**src/rtl/hpu_axil_regs_if.sv**
```systemverilog
// AXI-Lite slave bus bundle for the HPU control-register block.
// Signal names follow the AXI-Lite port names used by the PS interconnect.
interface hpu_axil_regs_if #(
  parameter int ADDR_W = 12
);
  logic [ADDR_W-1:0] S_AXI_AWADDR;
  logic              S_AXI_AWVALID;
  logic              S_AXI_AWREADY;
  logic [31:0]       S_AXI_WDATA;
  logic [3:0]        S_AXI_WSTRB;
  logic              S_AXI_WVALID;
  logic              S_AXI_WREADY;
  logic [1:0]        S_AXI_BRESP;
  logic              S_AXI_BVALID;
  logic              S_AXI_BREADY;
  logic [ADDR_W-1:0] S_AXI_ARADDR;
  logic              S_AXI_ARVALID;
  logic              S_AXI_ARREADY;
  logic [31:0]       S_AXI_RDATA;
  logic [1:0]        S_AXI_RRESP;
  logic              S_AXI_RVALID;
  logic              S_AXI_RREADY;

  modport master (
    output S_AXI_AWADDR, S_AXI_AWVALID, S_AXI_WDATA, S_AXI_WSTRB, S_AXI_WVALID,
    output S_AXI_BREADY, S_AXI_ARADDR, S_AXI_ARVALID, S_AXI_RREADY,
    input  S_AXI_AWREADY, S_AXI_WREADY, S_AXI_BRESP, S_AXI_BVALID,
    input  S_AXI_ARREADY, S_AXI_RDATA, S_AXI_RRESP, S_AXI_RVALID
  );

  modport slave (
    input  S_AXI_AWADDR, S_AXI_AWVALID, S_AXI_WDATA, S_AXI_WSTRB, S_AXI_WVALID,
    input  S_AXI_BREADY, S_AXI_ARADDR, S_AXI_ARVALID, S_AXI_RREADY,
    output S_AXI_AWREADY, S_AXI_WREADY, S_AXI_BRESP, S_AXI_BVALID,
    output S_AXI_ARREADY, S_AXI_RDATA, S_AXI_RRESP, S_AXI_RVALID
  );
endinterface

```
**src/rtl/hpu_axil_regs.sv**
```systemverilog
// AXI-Lite register block for the HPU: CTRL (matw/run/last), W1C STATUS and
// NUM_REGS-2 byte-strobed parameter registers exported to the datapath.
module hpu_axil_regs #(
  parameter int          ADDR_W    = 12,
  parameter int          NUM_REGS  = 8,
  parameter logic [31:0] PARAM_RST = 32'h0
) (
  input  logic                         S_AXI_ACLK,
  input  logic                         S_AXI_ARESETN,
  hpu_axil_regs_if.slave               s_axi,
  input  logic                         matw_done,
  input  logic                         fin,
  output logic                         matw,
  output logic                         run,
  output logic                         last,
  output logic [(NUM_REGS-2)*32-1:0]   params
);
  localparam int         IDX_W       = ADDR_W - 2;
  localparam int         PARAM_W     = (NUM_REGS - 2) * 32;
  localparam logic [1:0] RESP_OKAY   = 2'b00;
  localparam logic [1:0] RESP_SLVERR = 2'b10;

  typedef enum logic [2:0] {
    S_IDLE, S_AW, S_W, S_B, S_RA, S_R
  } state_e;

  state_e             state_q, state_d;
  logic [IDX_W-1:0]   awidx_q, awidx_d;
  logic [IDX_W-1:0]   aridx_q, aridx_d;
  logic [31:0]        wdata_q, wdata_d;
  logic [3:0]         wstrb_q, wstrb_d;

  logic               awready_q, awready_d;
  logic               wready_q, wready_d;
  logic               arready_q, arready_d;
  logic               bvalid_q, bvalid_d;
  logic               rvalid_q, rvalid_d;
  logic [1:0]         bresp_q, bresp_d;
  logic [1:0]         rresp_q, rresp_d;
  logic [31:0]        rdata_q, rdata_d;

  logic [2:0]         ctrl_q, ctrl_d;
  logic               done_q, done_d;
  logic               seen_q, seen_d;
  logic [PARAM_W-1:0] params_q, params_d;

  logic               wr_en;
  logic [IDX_W-1:0]   wr_idx_raw;
  logic [31:0]        wr_data;
  logic [3:0]         wr_strb;
  logic [31:0]        wr_idx, rd_idx;
  logic               wr_ok, rd_ok;
  logic [31:0]        rd_data;
  logic               unused_addr_lsbs;

  function automatic logic idx_in_range(input logic [31:0] idx);
    return idx < 32'(NUM_REGS);
  endfunction

  assign unused_addr_lsbs = ^{s_axi.S_AXI_AWADDR[1:0], s_axi.S_AXI_ARADDR[1:0]};

  // Transaction sequencing; the write strobe fires on the edge that enters B
  always_comb begin
    state_d    = state_q;
    awidx_d    = awidx_q;
    aridx_d    = aridx_q;
    wdata_d    = wdata_q;
    wstrb_d    = wstrb_q;
    wr_en      = 1'b0;
    wr_idx_raw = awidx_q;
    wr_data    = wdata_q;
    wr_strb    = wstrb_q;
    case (state_q)
      S_IDLE: begin
        if (s_axi.S_AXI_AWVALID && s_axi.S_AXI_WVALID) begin
          wr_en      = 1'b1;
          wr_idx_raw = s_axi.S_AXI_AWADDR[ADDR_W-1:2];
          wr_data    = s_axi.S_AXI_WDATA;
          wr_strb    = s_axi.S_AXI_WSTRB;
          state_d    = S_B;
        end else if (s_axi.S_AXI_AWVALID) begin
          awidx_d = s_axi.S_AXI_AWADDR[ADDR_W-1:2];
          state_d = S_AW;
        end else if (s_axi.S_AXI_WVALID) begin
          wdata_d = s_axi.S_AXI_WDATA;
          wstrb_d = s_axi.S_AXI_WSTRB;
          state_d = S_W;
        end else if (s_axi.S_AXI_ARVALID) begin
          aridx_d = s_axi.S_AXI_ARADDR[ADDR_W-1:2];
          state_d = S_RA;
        end
      end
      S_AW: begin
        if (s_axi.S_AXI_WVALID) begin
          wr_en   = 1'b1;
          wr_data = s_axi.S_AXI_WDATA;
          wr_strb = s_axi.S_AXI_WSTRB;
          state_d = S_B;
        end
      end
      S_W: begin
        if (s_axi.S_AXI_AWVALID) begin
          wr_en      = 1'b1;
          wr_idx_raw = s_axi.S_AXI_AWADDR[ADDR_W-1:2];
          state_d    = S_B;
        end
      end
      S_B:     if (s_axi.S_AXI_BREADY) state_d = S_IDLE;
      S_RA:    state_d = S_R;
      S_R:     if (s_axi.S_AXI_RREADY) state_d = S_IDLE;
      default: state_d = S_IDLE;
    endcase
  end

  assign wr_idx = 32'(wr_idx_raw);
  assign wr_ok  = idx_in_range(wr_idx);
  assign rd_idx = 32'(aridx_q);
  assign rd_ok  = idx_in_range(rd_idx);

  // Register file update: software CTRL writes beat hardware clears,
  // hardware sets of the sticky STATUS bits beat software W1C.
  always_comb begin
    ctrl_d   = ctrl_q;
    done_d   = done_q;
    seen_d   = seen_q;
    params_d = params_q;
    if (matw_done) ctrl_d[0] = 1'b0;
    if (fin)       ctrl_d[1] = 1'b0;
    if (wr_en && wr_ok) begin
      if (wr_idx == 32'd0 && wr_strb[0]) ctrl_d = wr_data[2:0];
      if (wr_idx == 32'd1 && wr_strb[0]) begin
        if (wr_data[1]) done_d = 1'b0;
        if (wr_data[2]) seen_d = 1'b0;
      end
      for (int i = 0; i < NUM_REGS - 2; i++) begin
        for (int b = 0; b < 4; b++) begin
          if (wr_idx == 32'(i + 2) && wr_strb[b])
            params_d[i*32 + b*8 +: 8] = wr_data[b*8 +: 8];
        end
      end
    end
    if (fin)       done_d = 1'b1;
    if (matw_done) seen_d = 1'b1;
  end

  always_comb begin
    rd_data = 32'h0;
    if (rd_ok) begin
      if (rd_idx == 32'd0) rd_data = {29'h0, ctrl_q};
      if (rd_idx == 32'd1) rd_data = {29'h0, seen_q, done_q, ctrl_q[1]};
      for (int i = 0; i < NUM_REGS - 2; i++) begin
        if (rd_idx == 32'(i + 2)) rd_data = params_q[i*32 +: 32];
      end
    end
  end

  // Handshake outputs are registered from the next-state decode
  always_comb begin
    awready_d = (state_d == S_IDLE) || (state_d == S_W);
    wready_d  = (state_d == S_IDLE) || (state_d == S_AW);
    arready_d = (state_d == S_IDLE);
    bvalid_d  = (state_d == S_B);
    rvalid_d  = (state_d == S_R);
    bresp_d   = bresp_q;
    rresp_d   = rresp_q;
    rdata_d   = rdata_q;
    if (wr_en) bresp_d = wr_ok ? RESP_OKAY : RESP_SLVERR;
    if (state_q == S_RA) begin
      rdata_d = rd_data;
      rresp_d = rd_ok ? RESP_OKAY : RESP_SLVERR;
    end
  end

  always_ff @(posedge S_AXI_ACLK or negedge S_AXI_ARESETN) begin
    if (!S_AXI_ARESETN) begin
      state_q   <= S_IDLE;
      awidx_q   <= '0;
      aridx_q   <= '0;
      wdata_q   <= '0;
      wstrb_q   <= '0;
      awready_q <= 1'b1;
      wready_q  <= 1'b1;
      arready_q <= 1'b1;
      bvalid_q  <= 1'b0;
      rvalid_q  <= 1'b0;
      bresp_q   <= RESP_OKAY;
      rresp_q   <= RESP_OKAY;
      rdata_q   <= '0;
      ctrl_q    <= '0;
      done_q    <= 1'b0;
      seen_q    <= 1'b0;
      params_q  <= {(NUM_REGS-2){PARAM_RST}};
    end else begin
      state_q   <= state_d;
      awidx_q   <= awidx_d;
      aridx_q   <= aridx_d;
      wdata_q   <= wdata_d;
      wstrb_q   <= wstrb_d;
      awready_q <= awready_d;
      wready_q  <= wready_d;
      arready_q <= arready_d;
      bvalid_q  <= bvalid_d;
      rvalid_q  <= rvalid_d;
      bresp_q   <= bresp_d;
      rresp_q   <= rresp_d;
      rdata_q   <= rdata_d;
      ctrl_q    <= ctrl_d;
      done_q    <= done_d;
      seen_q    <= seen_d;
      params_q  <= params_d;
    end
  end

  assign s_axi.S_AXI_AWREADY = awready_q;
  assign s_axi.S_AXI_WREADY  = wready_q;
  assign s_axi.S_AXI_ARREADY = arready_q;
  assign s_axi.S_AXI_BVALID  = bvalid_q;
  assign s_axi.S_AXI_BRESP   = bresp_q;
  assign s_axi.S_AXI_RVALID  = rvalid_q;
  assign s_axi.S_AXI_RRESP   = rresp_q;
  assign s_axi.S_AXI_RDATA   = rdata_q;

  assign matw   = ctrl_q[0];
  assign run    = ctrl_q[1];
  assign last   = ctrl_q[2];
  assign params = params_q;
endmodule

```
**src/flat_wrapper.sv**
```systemverilog
// flat-port wrapper written by rule: the top's interface ports become plain ports
module hpu_axil_regs_flat 
#(
  parameter int          ADDR_W    = 12,
  parameter int          NUM_REGS  = 8,
  parameter logic [31:0] PARAM_RST = 32'h0
)
  (S_AXI_ACLK, S_AXI_ARESETN, matw_done, fin, matw, run, last, params, s_axi_S_AXI_AWADDR, s_axi_S_AXI_AWVALID, s_axi_S_AXI_WDATA, s_axi_S_AXI_WSTRB, s_axi_S_AXI_WVALID, s_axi_S_AXI_BREADY, s_axi_S_AXI_ARADDR, s_axi_S_AXI_ARVALID, s_axi_S_AXI_RREADY, s_axi_S_AXI_AWREADY, s_axi_S_AXI_WREADY, s_axi_S_AXI_BRESP, s_axi_S_AXI_BVALID, s_axi_S_AXI_ARREADY, s_axi_S_AXI_RDATA, s_axi_S_AXI_RRESP, s_axi_S_AXI_RVALID);
  hpu_axil_regs_if #(.ADDR_W(ADDR_W)) s_axi_i ();
  input  logic S_AXI_ACLK;
  input  logic S_AXI_ARESETN;
  input  logic matw_done;
  input  logic fin;
  output logic matw;
  output logic run;
  output logic last;
  output logic [(NUM_REGS-2)*32-1:0] params;
  input wire logic [$bits(s_axi_i.S_AXI_AWADDR)-1:0] s_axi_S_AXI_AWADDR;
  input wire logic [$bits(s_axi_i.S_AXI_AWVALID)-1:0] s_axi_S_AXI_AWVALID;
  input wire logic [$bits(s_axi_i.S_AXI_WDATA)-1:0] s_axi_S_AXI_WDATA;
  input wire logic [$bits(s_axi_i.S_AXI_WSTRB)-1:0] s_axi_S_AXI_WSTRB;
  input wire logic [$bits(s_axi_i.S_AXI_WVALID)-1:0] s_axi_S_AXI_WVALID;
  input wire logic [$bits(s_axi_i.S_AXI_BREADY)-1:0] s_axi_S_AXI_BREADY;
  input wire logic [$bits(s_axi_i.S_AXI_ARADDR)-1:0] s_axi_S_AXI_ARADDR;
  input wire logic [$bits(s_axi_i.S_AXI_ARVALID)-1:0] s_axi_S_AXI_ARVALID;
  input wire logic [$bits(s_axi_i.S_AXI_RREADY)-1:0] s_axi_S_AXI_RREADY;
  output wire logic [$bits(s_axi_i.S_AXI_AWREADY)-1:0] s_axi_S_AXI_AWREADY;
  output wire logic [$bits(s_axi_i.S_AXI_WREADY)-1:0] s_axi_S_AXI_WREADY;
  output wire logic [$bits(s_axi_i.S_AXI_BRESP)-1:0] s_axi_S_AXI_BRESP;
  output wire logic [$bits(s_axi_i.S_AXI_BVALID)-1:0] s_axi_S_AXI_BVALID;
  output wire logic [$bits(s_axi_i.S_AXI_ARREADY)-1:0] s_axi_S_AXI_ARREADY;
  output wire logic [$bits(s_axi_i.S_AXI_RDATA)-1:0] s_axi_S_AXI_RDATA;
  output wire logic [$bits(s_axi_i.S_AXI_RRESP)-1:0] s_axi_S_AXI_RRESP;
  output wire logic [$bits(s_axi_i.S_AXI_RVALID)-1:0] s_axi_S_AXI_RVALID;
  assign s_axi_i.S_AXI_AWADDR = s_axi_S_AXI_AWADDR;
  assign s_axi_i.S_AXI_AWVALID = s_axi_S_AXI_AWVALID;
  assign s_axi_i.S_AXI_WDATA = s_axi_S_AXI_WDATA;
  assign s_axi_i.S_AXI_WSTRB = s_axi_S_AXI_WSTRB;
  assign s_axi_i.S_AXI_WVALID = s_axi_S_AXI_WVALID;
  assign s_axi_i.S_AXI_BREADY = s_axi_S_AXI_BREADY;
  assign s_axi_i.S_AXI_ARADDR = s_axi_S_AXI_ARADDR;
  assign s_axi_i.S_AXI_ARVALID = s_axi_S_AXI_ARVALID;
  assign s_axi_i.S_AXI_RREADY = s_axi_S_AXI_RREADY;
  assign s_axi_S_AXI_AWREADY = s_axi_i.S_AXI_AWREADY;
  assign s_axi_S_AXI_WREADY = s_axi_i.S_AXI_WREADY;
  assign s_axi_S_AXI_BRESP = s_axi_i.S_AXI_BRESP;
  assign s_axi_S_AXI_BVALID = s_axi_i.S_AXI_BVALID;
  assign s_axi_S_AXI_ARREADY = s_axi_i.S_AXI_ARREADY;
  assign s_axi_S_AXI_RDATA = s_axi_i.S_AXI_RDATA;
  assign s_axi_S_AXI_RRESP = s_axi_i.S_AXI_RRESP;
  assign s_axi_S_AXI_RVALID = s_axi_i.S_AXI_RVALID;
  hpu_axil_regs #(.ADDR_W(ADDR_W), .NUM_REGS(NUM_REGS), .PARAM_RST(PARAM_RST)) u_core (.S_AXI_ACLK(S_AXI_ACLK), .S_AXI_ARESETN(S_AXI_ARESETN), .s_axi(s_axi_i), .matw_done(matw_done), .fin(fin), .matw(matw), .run(run), .last(last), .params(params));
endmodule
```
**config.mk**
```make
export PLATFORM = sky130hd
export DESIGN_NAME = hpu_axil_regs_flat
export DESIGN_NICKNAME = d
export VERILOG_FILES = /design/src/rtl/hpu_axil_regs_if.sv /design/src/rtl/hpu_axil_regs.sv /design/src/flat_wrapper.sv
export SDC_FILE = /design/constraint.sdc
export NUM_CORES = 1
export LEC_CHECK = 0
export BUFFER_PORTS_ARGS = -buffer_cell sky130_fd_sc_hd__buf_2
export CAP_MARGIN = 20
export CORE_MARGIN = 2
export CORE_UTILIZATION = 59
export CTS_CLUSTER_DIAMETER = 30
export DETAILED_ROUTE_END_ITERATION = 8
export HOLD_SLACK_MARGIN = 0.1
export PLACE_DENSITY = 0.95
export SYNTH_ARGS = -nofsm -noshare
export SYNTH_HDL_FRONTEND = slang
export SYNTH_SLANG_ARGS = --single-unit
```
**constraint.sdc**
```tcl
create_clock -name S_AXI_ACLK -period 6.24 [get_ports S_AXI_ACLK]
set_input_delay 0.312 -clock S_AXI_ACLK [delete_from_list [all_inputs] [get_ports S_AXI_ACLK]]
set_output_delay 0.312 -clock S_AXI_ACLK [all_outputs]
set_load 0.02 [all_outputs]
```
==> results.md, run 1 <==
* complete, no violations — result of the run
* 0.0242 mm^2 — area enclosed by the die boundary
* 31.6% — Area growth syn-to-layout
* 60.0% — starting density of the core
* 0 — Final Hold Vio Count
* 54.2% — layout cell share with drive strength beyond 1
* 13 — biggest fanout along the worst timing path
* 150 — largest net degree at the start of global routing
* 521 mW/mm^2 — Cell Pwr Density
* 295 — synthesized flop and latch total
* 2 — number of H-tree branching levels
* sky130_fd_sc_hd__nor4_4 — CP max stage cell
* 3 — Clock Tree Buf Depth
* 930 — violation count after the first detailed-route iteration
* 55.6% — ratio of final minimum period to clock period
* 0.05 ns — clock-pin slew reported for the worst setup and hold paths after clock tree synthesis
* 0 — number of remaining DRC errors
* 295 — TritonCTS Sinks
* 9.01 nW — static leakage power
* sky130_fd_sc_hd__mux2_2 — most instantiated library cell after synthesis
* 0 — Final setup viols
* 25.5% — Worst slew margin
* 0 — max_cap viols
* sky130_fd_sc_hd__dfrtp_1 — library cell with the largest summed area after synthesis
* 0 — residual antenna-violating net count after detailed routing
* 37.9% — overall routing resource usage
* 26500 um — half-perimeter wire length after detailed placement
* 0 — final-report max-slew violation count
* 100% — share of synthesized registers carrying an async set or reset
* 27.0 um — mean routed wirelength per cell
* sky130_fd_sc_hd__clkbuf_16 — clock root buffer master
* 11200 — total via count in the routed design
* 0 — remaining global-route overflow
* 55 — standard-cell row count
* 46100 um — total routed wirelength
* 156 um — die height
* 12100 — vias in the first global route
* in2reg — class of the most critical hold timing path
* 13.5 um^2 — Avg Synthesized Cell Area
* 0 — yosys warns
* 156 um — horizontal extent of the die
* 0.0226 mm^2 — placeable core region
* 0.0135 mm^2 — post-synth design cell area
* 53 — number of CTS-inserted buffers
* 305 — I/O pin count
* 60 — synth unique cells
* 3.47 ns — shortest period the worst path allows
* 6.66 ns — Req. time, crit path
* no — unrepaired setup endpoints after global routing
* 0.923 — final weighted congestion in routability-driven placement
* 1.11 ns — Tightest Pin Transition
* flip-flop — element type at the critical path start
* sky130_fd_sc_hd__mux2_2 (302), sky130_fd_sc_hd__dfrtp_1 (292), sky130_fd_sc_hd__o21ai_0 (53) — ranking of synthesized cells by instance count
* 70200 um — first-pass GRT wire length
* 1007 — number of instances in the synthesized netlist
* nor2b_1 -> mux2i_1 -> o211ai_1 -> nor4_4 -> mux2_2 — list of cells traversed by the critical path
* sky130_fd_sc_hd__dfrtp_1 — Top FF cell, synth
* 3.89 ns — Critical Path AT
* flip-flop — endpoint type of the worst setup path
* 54.5% — sequential element share of the synthesized area
* 0.76 ns — max incr delay on CP
* 0.0291 ns — final worst clock skew
* 0 — Post-synth EDFFs
* 6.56 — routed via count divided by cell count
* 53.9% — area fraction of the dominant cell type after synthesis
* 1447 — Final Net Count
* 0.153 ns — smallest hold slack
* 288 MHz — Fmax
* sky130_fd_sc_hd__dfrtp_1 (54%), sky130_fd_sc_hd__mux2_2 (25%), sky130_fd_sc_hd__o21ai_0 (2.0%) — Synth area leaders
* 0.394 mV — worst vdd ir
* done — TritonCTS clock tree
* 0 ns — total negative setup slack
* 8 — number of optimization iterations in the first detailed-route pass
* 298 — Port Buf Inserts
* 0.56 ns — clock latency on the worst-skew pair
* 2 — antenna violations before repair
* 0 — number of post-CTS setup repair buffers
* reg2reg — category of the critical setup timing path
cells by family after synthesis:
family | Yosys count | share of synthesized area [%]
AOI/OAI and AO/OA | 164 | 8.85
buffers and inverters | 62 | 1.87
DFF | 295 | 54.5
muxes | 316 | 26.3
other | 1 | 0.0277
and+or+nand+nor | 169 | 8.49
layout make-up:
type                       instances  area (um^2)
antenna                            2         5.00
clock buffer                      67         1480
clock inverter                    32          410
fill                            1152         4740
inverter                           5         18.8
multi-input combinational        651         5930
sequential                       295         7390
tap                              285          357
timing repair buffer             372         2230
cell usage in the layout (no fill, tap or decap), drive strengths merged, types with 4 or more instances in the layout:
cell type    count
clkinv          16
and2             5
a21oi           12
nor3             5
nand2           49
nor2b            8
dlygate4sd3     60
nand2b           9
o31ai            4
or3              4
inv             10
o211ai           4
dfrtp          292
nor4b            7
mux2           306
nand3           17
nor4            16
or2              6
nand4           10
bufinv           8
a2bb2oi          5
a22o             5
o21ai           59
or4              4
clkbuf          67
o221a           23
a221oi          27
buf            312
a211oi           4
mux2i            9
nor2            22
routing by layer:
layer	track usage (%)	wire (um)	share of wire [%]
met5	0	0	0
met4	26.5	3070	6.7
met3	9.64	4320	9.4
met2	61.5	22300	48
met1	44.3	16400	36
where the power goes:
group          switching (mW)  internal [mW]
clock network            1.02           2.02
logic                    1.96           1.23
registers               0.551           2.51
critical path: cells and delay by family, from the launching register on:
family / cells / cell delay [ns]
and+or+nand+nor: 2 / 1.29
muxes: 2 / 1.09
DFF: 1 / 0.50
AOI/OAI and AO/OA: 1 / 0.45
sequential cells by signal, summed over array words and instances (netlist names):
register	cells
u_core.wdata_q	32
u_core.s_axi.S_AXI_RDATA	32
u_core.params	192
u_core.aridx_q	10
u_core.s_axi.S_AXI_AWREADY	1
u_core.s_axi.S_AXI_BRESP	1
u_core.awidx_q	10
u_core.s_axi.S_AXI_RVALID	1
u_core.wstrb_q	4
u_core.s_axi.S_AXI_BVALID	1
u_core.done_q	1
u_core.state_q	3
u_core.ctrl_q	3
u_core.s_axi.S_AXI_RRESP	1
u_core.s_axi.S_AXI_ARREADY	1
u_core.seen_q	1
u_core.s_axi.S_AXI_WREADY	1
repair_timing:
action | 4_1_cts | 5_1_grt
resized for setup | 0 | 0
hold buffers | 60 | 0
endpoints found under the hold margin | 134 | 0
setup endpoints to repair | 0 | 0
worst paths after layout:
path,start,endpoint,slack [ns],cells after the start
worst max-delay path,u_core.state_q[0],u_core.params[21],2.77,5
worst min-delay path,s_axi_S_AXI_AWADDR[2],u_core.awidx_q[0],0.15,3
worst max register to register,u_core.state_q[0],u_core.params[21],2.77,5
worst min register to register,u_core.s_axi.S_AXI_RDATA[15],u_core.s_axi.S_AXI_RDATA[15],0.48,2
max in group asynchronous,S_AXI_ARESETN,u_core.aridx_q[1],4.50,3
min in group asynchronous,S_AXI_ARESETN,u_core.s_axi.S_AXI_RDATA[13],0.32,2
stage by stage:
stage | std cells | total power, mW | setup slack (ns) | utilization (%) | cell area [um^2]
floorplan | 1008 | 4.95 | 3.63 | - | 13600
global placement | 1547 | 5.86 | 3.02 | 67.8 | 15300
detailed placement | 1548 | 6.01 | 2.92 | 67.9 | 15300
CTS | 1707 | 9.14 | 2.89 | 79.0 | 17800
global route | 1709 | 9.58 | 2.68 | 79.0 | 17800
finish | 1709 | 9.29 | 2.77 | 79.0 | 17800
(Power assumes the default switching activity.)
==> run 2, diff against run 1 <==
- CORE_UTILIZATION: 59 -> 49
- PLACE_DENSITY: 0.95 -> 0.87
- clock period: 6.24 -> 3.1 ns (I/O delays scaled with it)
==> results.md, run 2 (same netlist as run 1, synthesis figures left out) <==
* 0 — residual antenna-violating net count after detailed routing, unchanged
* 26.9% — Worst slew margin, +1.4 points
* sky130_fd_sc_hd__mux2_2 (302), sky130_fd_sc_hd__buf_2 (297), sky130_fd_sc_hd__dfrtp_1 (289) — most frequent cells in the layout
* no — unrepaired setup endpoints after global routing
* 9.20 nW — static leakage power, +2.2%
* 192 — number of flip-flops in the largest register, unchanged
* 2.91 ns — shortest period the worst path allows, -0.560 ns
* 2 — number of H-tree branching levels, unchanged
* 0 — sum of buffers and inverters on the critical path, unchanged
* in2reg — class of the most critical hold timing path
* 18.7 mW — overall power after layout, +100%
* 0 — remaining global-route overflow, unchanged
* 305 — I/O pin count, unchanged
* 0.60 ns — max incr delay on CP, -0.16 ns
* 50.1% — starting density of the core, -9.9 points
* 170 um — die height, +9.5%
* done — TritonCTS clock tree
* 93.8% — ratio of final minimum period to clock period, +38 points
* 5 — depth of the worst register-to-register path, unchanged
* 1638 — Placed Instances, +5.8%
* 96 — largest net degree at the start of global routing, -36%
* 0 — Final setup viols, unchanged
* 34.9% — Area growth syn-to-layout
* 1809 — number of cells in the finished layout apart from fillers, +5.9%
* 0.05 ns — clock-pin slew reported for the worst setup and hold paths after clock tree synthesis, about the same
* flip-flop — element type at the critical path start
* 0.0290 mm^2 — area enclosed by the die boundary, +20%
* or4_4 -> nor4b_4 -> or3_1 -> nand4_1 -> mux2_2 — list of cells traversed by the critical path
* simple AND/OR/NAND/NOR gates — critical path's top delay family
* sky130_fd_sc_hd__mux2_2 — leading cell type in the layout, fill and taps excluded
* 0 — Final Hold Vio Count, unchanged
* flip-flop — endpoint type of the worst setup path
* 67.6% — final core utilization, -11 points
* 11700 — vias in the first global route, -3.4%
* sky130_fd_sc_hd__nand4_1 — CP max stage cell
* 67400 um — first-pass GRT wire length, -3.9%
* 5 — number of optimization iterations in the first detailed-route pass, -3
* 24.6 um — mean routed wirelength per cell, -8.9%
* 29000 um — half-perimeter wire length after detailed placement, +9.4%
* complete, no violations — result of the run
* 295 — TritonCTS Sinks, unchanged
* 298 — Port Buf Inserts, unchanged
* 10 — biggest fanout along the worst timing path, -3
* 0 — final-report max-slew violation count, unchanged
* 3.35 ns — Critical Path AT, -0.54 ns
* 3 — Clock Tree Buf Depth, unchanged
* 0.56 ns — clock latency on the worst-skew pair, about the same
* 2 — antenna violations before repair, unchanged
* 0.0241 ns — final worst clock skew, -0.00496 ns
* reg2reg — category of the critical setup timing path
* 1030 mW/mm^2 — Cell Pwr Density, +97%
* sky130_fd_sc_hd__clkbuf_16 — clock root buffer master
* 0.933 — final weighted congestion in routability-driven placement, +1.2%
* 170 um — horizontal extent of the die, +9.5%
* 58 — number of CTS-inserted buffers, +9.4%
* 30.4% — overall routing resource usage, -7.5 points
* 0.0157 mm^2 — instance area after placement, +2.2%
* 60 — standard-cell row count, +9.1%
* 1487 — Final Net Count, +2.8%
* 0 — max_cap viols, unchanged
* 6.08 — routed via count divided by cell count, -7.4%
* 344 MHz — Fmax, +19%
* 0 — number of remaining DRC errors, unchanged
* 1.10 ns — Tightest Pin Transition, -0.0173 ns
* 0 ns — total negative setup slack, unchanged
* 1013 — violation count after the first detailed-route iteration, +8.9%
* 0.689 mV — worst vdd ir, +75%
* 0.0270 mm^2 — placeable core region, +20%
* 0 — Resized Gates After CTS, unchanged
* 3.54 ns — Req. time, crit path, -3.12 ns
* 3 — hold path depth, unchanged
* 44500 um — total routed wirelength, -3.6%
* 55.7% — layout cell share with drive strength beyond 1, +1.5 points
* 5 — number of logic stages on the critical path including buffering, unchanged
* 11000 — total via count in the routed design, -1.9%
* 0.0183 mm^2 — design area, +2.5%
[run 2: worst register-to-register path, stage by stage (launching register included)]
cell,delay [ns]
sky130_fd_sc_hd__dfrtp_1,0.38
sky130_fd_sc_hd__or4_4,0.57
sky130_fd_sc_hd__nor4b_4,0.38
sky130_fd_sc_hd__or3_1,0.36
sky130_fd_sc_hd__nand4_1,0.60
sky130_fd_sc_hd__mux2_2,0.50
[run 2: area by class of cell]
cell class | count | area [um^2]
Inverter | 5 | 18.8
Multi-Input combinational cell | 651 | 5930
Antenna cell | 2 | 5.00
Clock inverter | 42 | 459
Timing Repair Buffer | 407 | 2510
Fill cell | 1831 | 8750
Tap cell | 341 | 427
Clock buffer | 66 | 1530
Sequential cell | 295 | 7390
[run 2: routing by layer]
metal | wire [um] | up-vias | GRT usage (%) | part of all wire (%)
met5 | 0 | - | 0 | 0
met4 | 2100 | 0 | 15.3 | 4.7
met3 | 4070 | 173 | 7.84 | 9.2
met2 | 21300 | 619 | 50.4 | 48
met1 | 17000 | 5565 | 36.7 | 38
li1 | - | 4635 | - | -
[run 2: path summary, 6_finish.rpt]
check | start | end | slack (ns)
worst max-delay path | u_core.awidx_q[5] | u_core.params[170] | 0.19
worst min-delay path | s_axi_S_AXI_AWVALID | u_core.state_q[0] | 0.14
worst max register to register | u_core.awidx_q[5] | u_core.params[170] | 0.19
worst min register to register | u_core.s_axi.S_AXI_RDATA[3] | u_core.s_axi.S_AXI_RDATA[3] | 0.47
max in group asynchronous | S_AXI_ARESETN | u_core.wdata_q[19] | 1.87
min in group asynchronous | S_AXI_ARESETN | u_core.wdata_q[15] | 0.23
[run 2: what timing repair did]
| action | 4_1_cts | 5_1_grt |
|---|---|---|
| setup endpoints to repair | 0 | 0 |
| setup buffers | 0 | 0 |
| hold buffers | 61 | 0 |
| hold endpoints to repair | 308 | 0 |
[run 2: metrics by stage]
| step | worst slack, ns | hold WS [ns] |
|---|---|---|
| 5_1_grt | 0.0360 | 0.214 |
| 3_3_place_gp | 0.309 | 0.233 |
| 4_1_cts | 0.223 | 0.125 |
| 2_1_floorplan | 0.494 | -0.141 |
| 6_report | 0.193 | 0.143 |
| 3_5_place_dp | 0.237 | 0.237 |
[run 2: power breakdown]
group          internal, mW  total [mW]  switching (mW)
Clock                  4.07        6.25            2.17
Combinational          2.52        6.41            3.88
Sequential             5.06        6.09            1.03
Total                  11.7        18.7            7.09
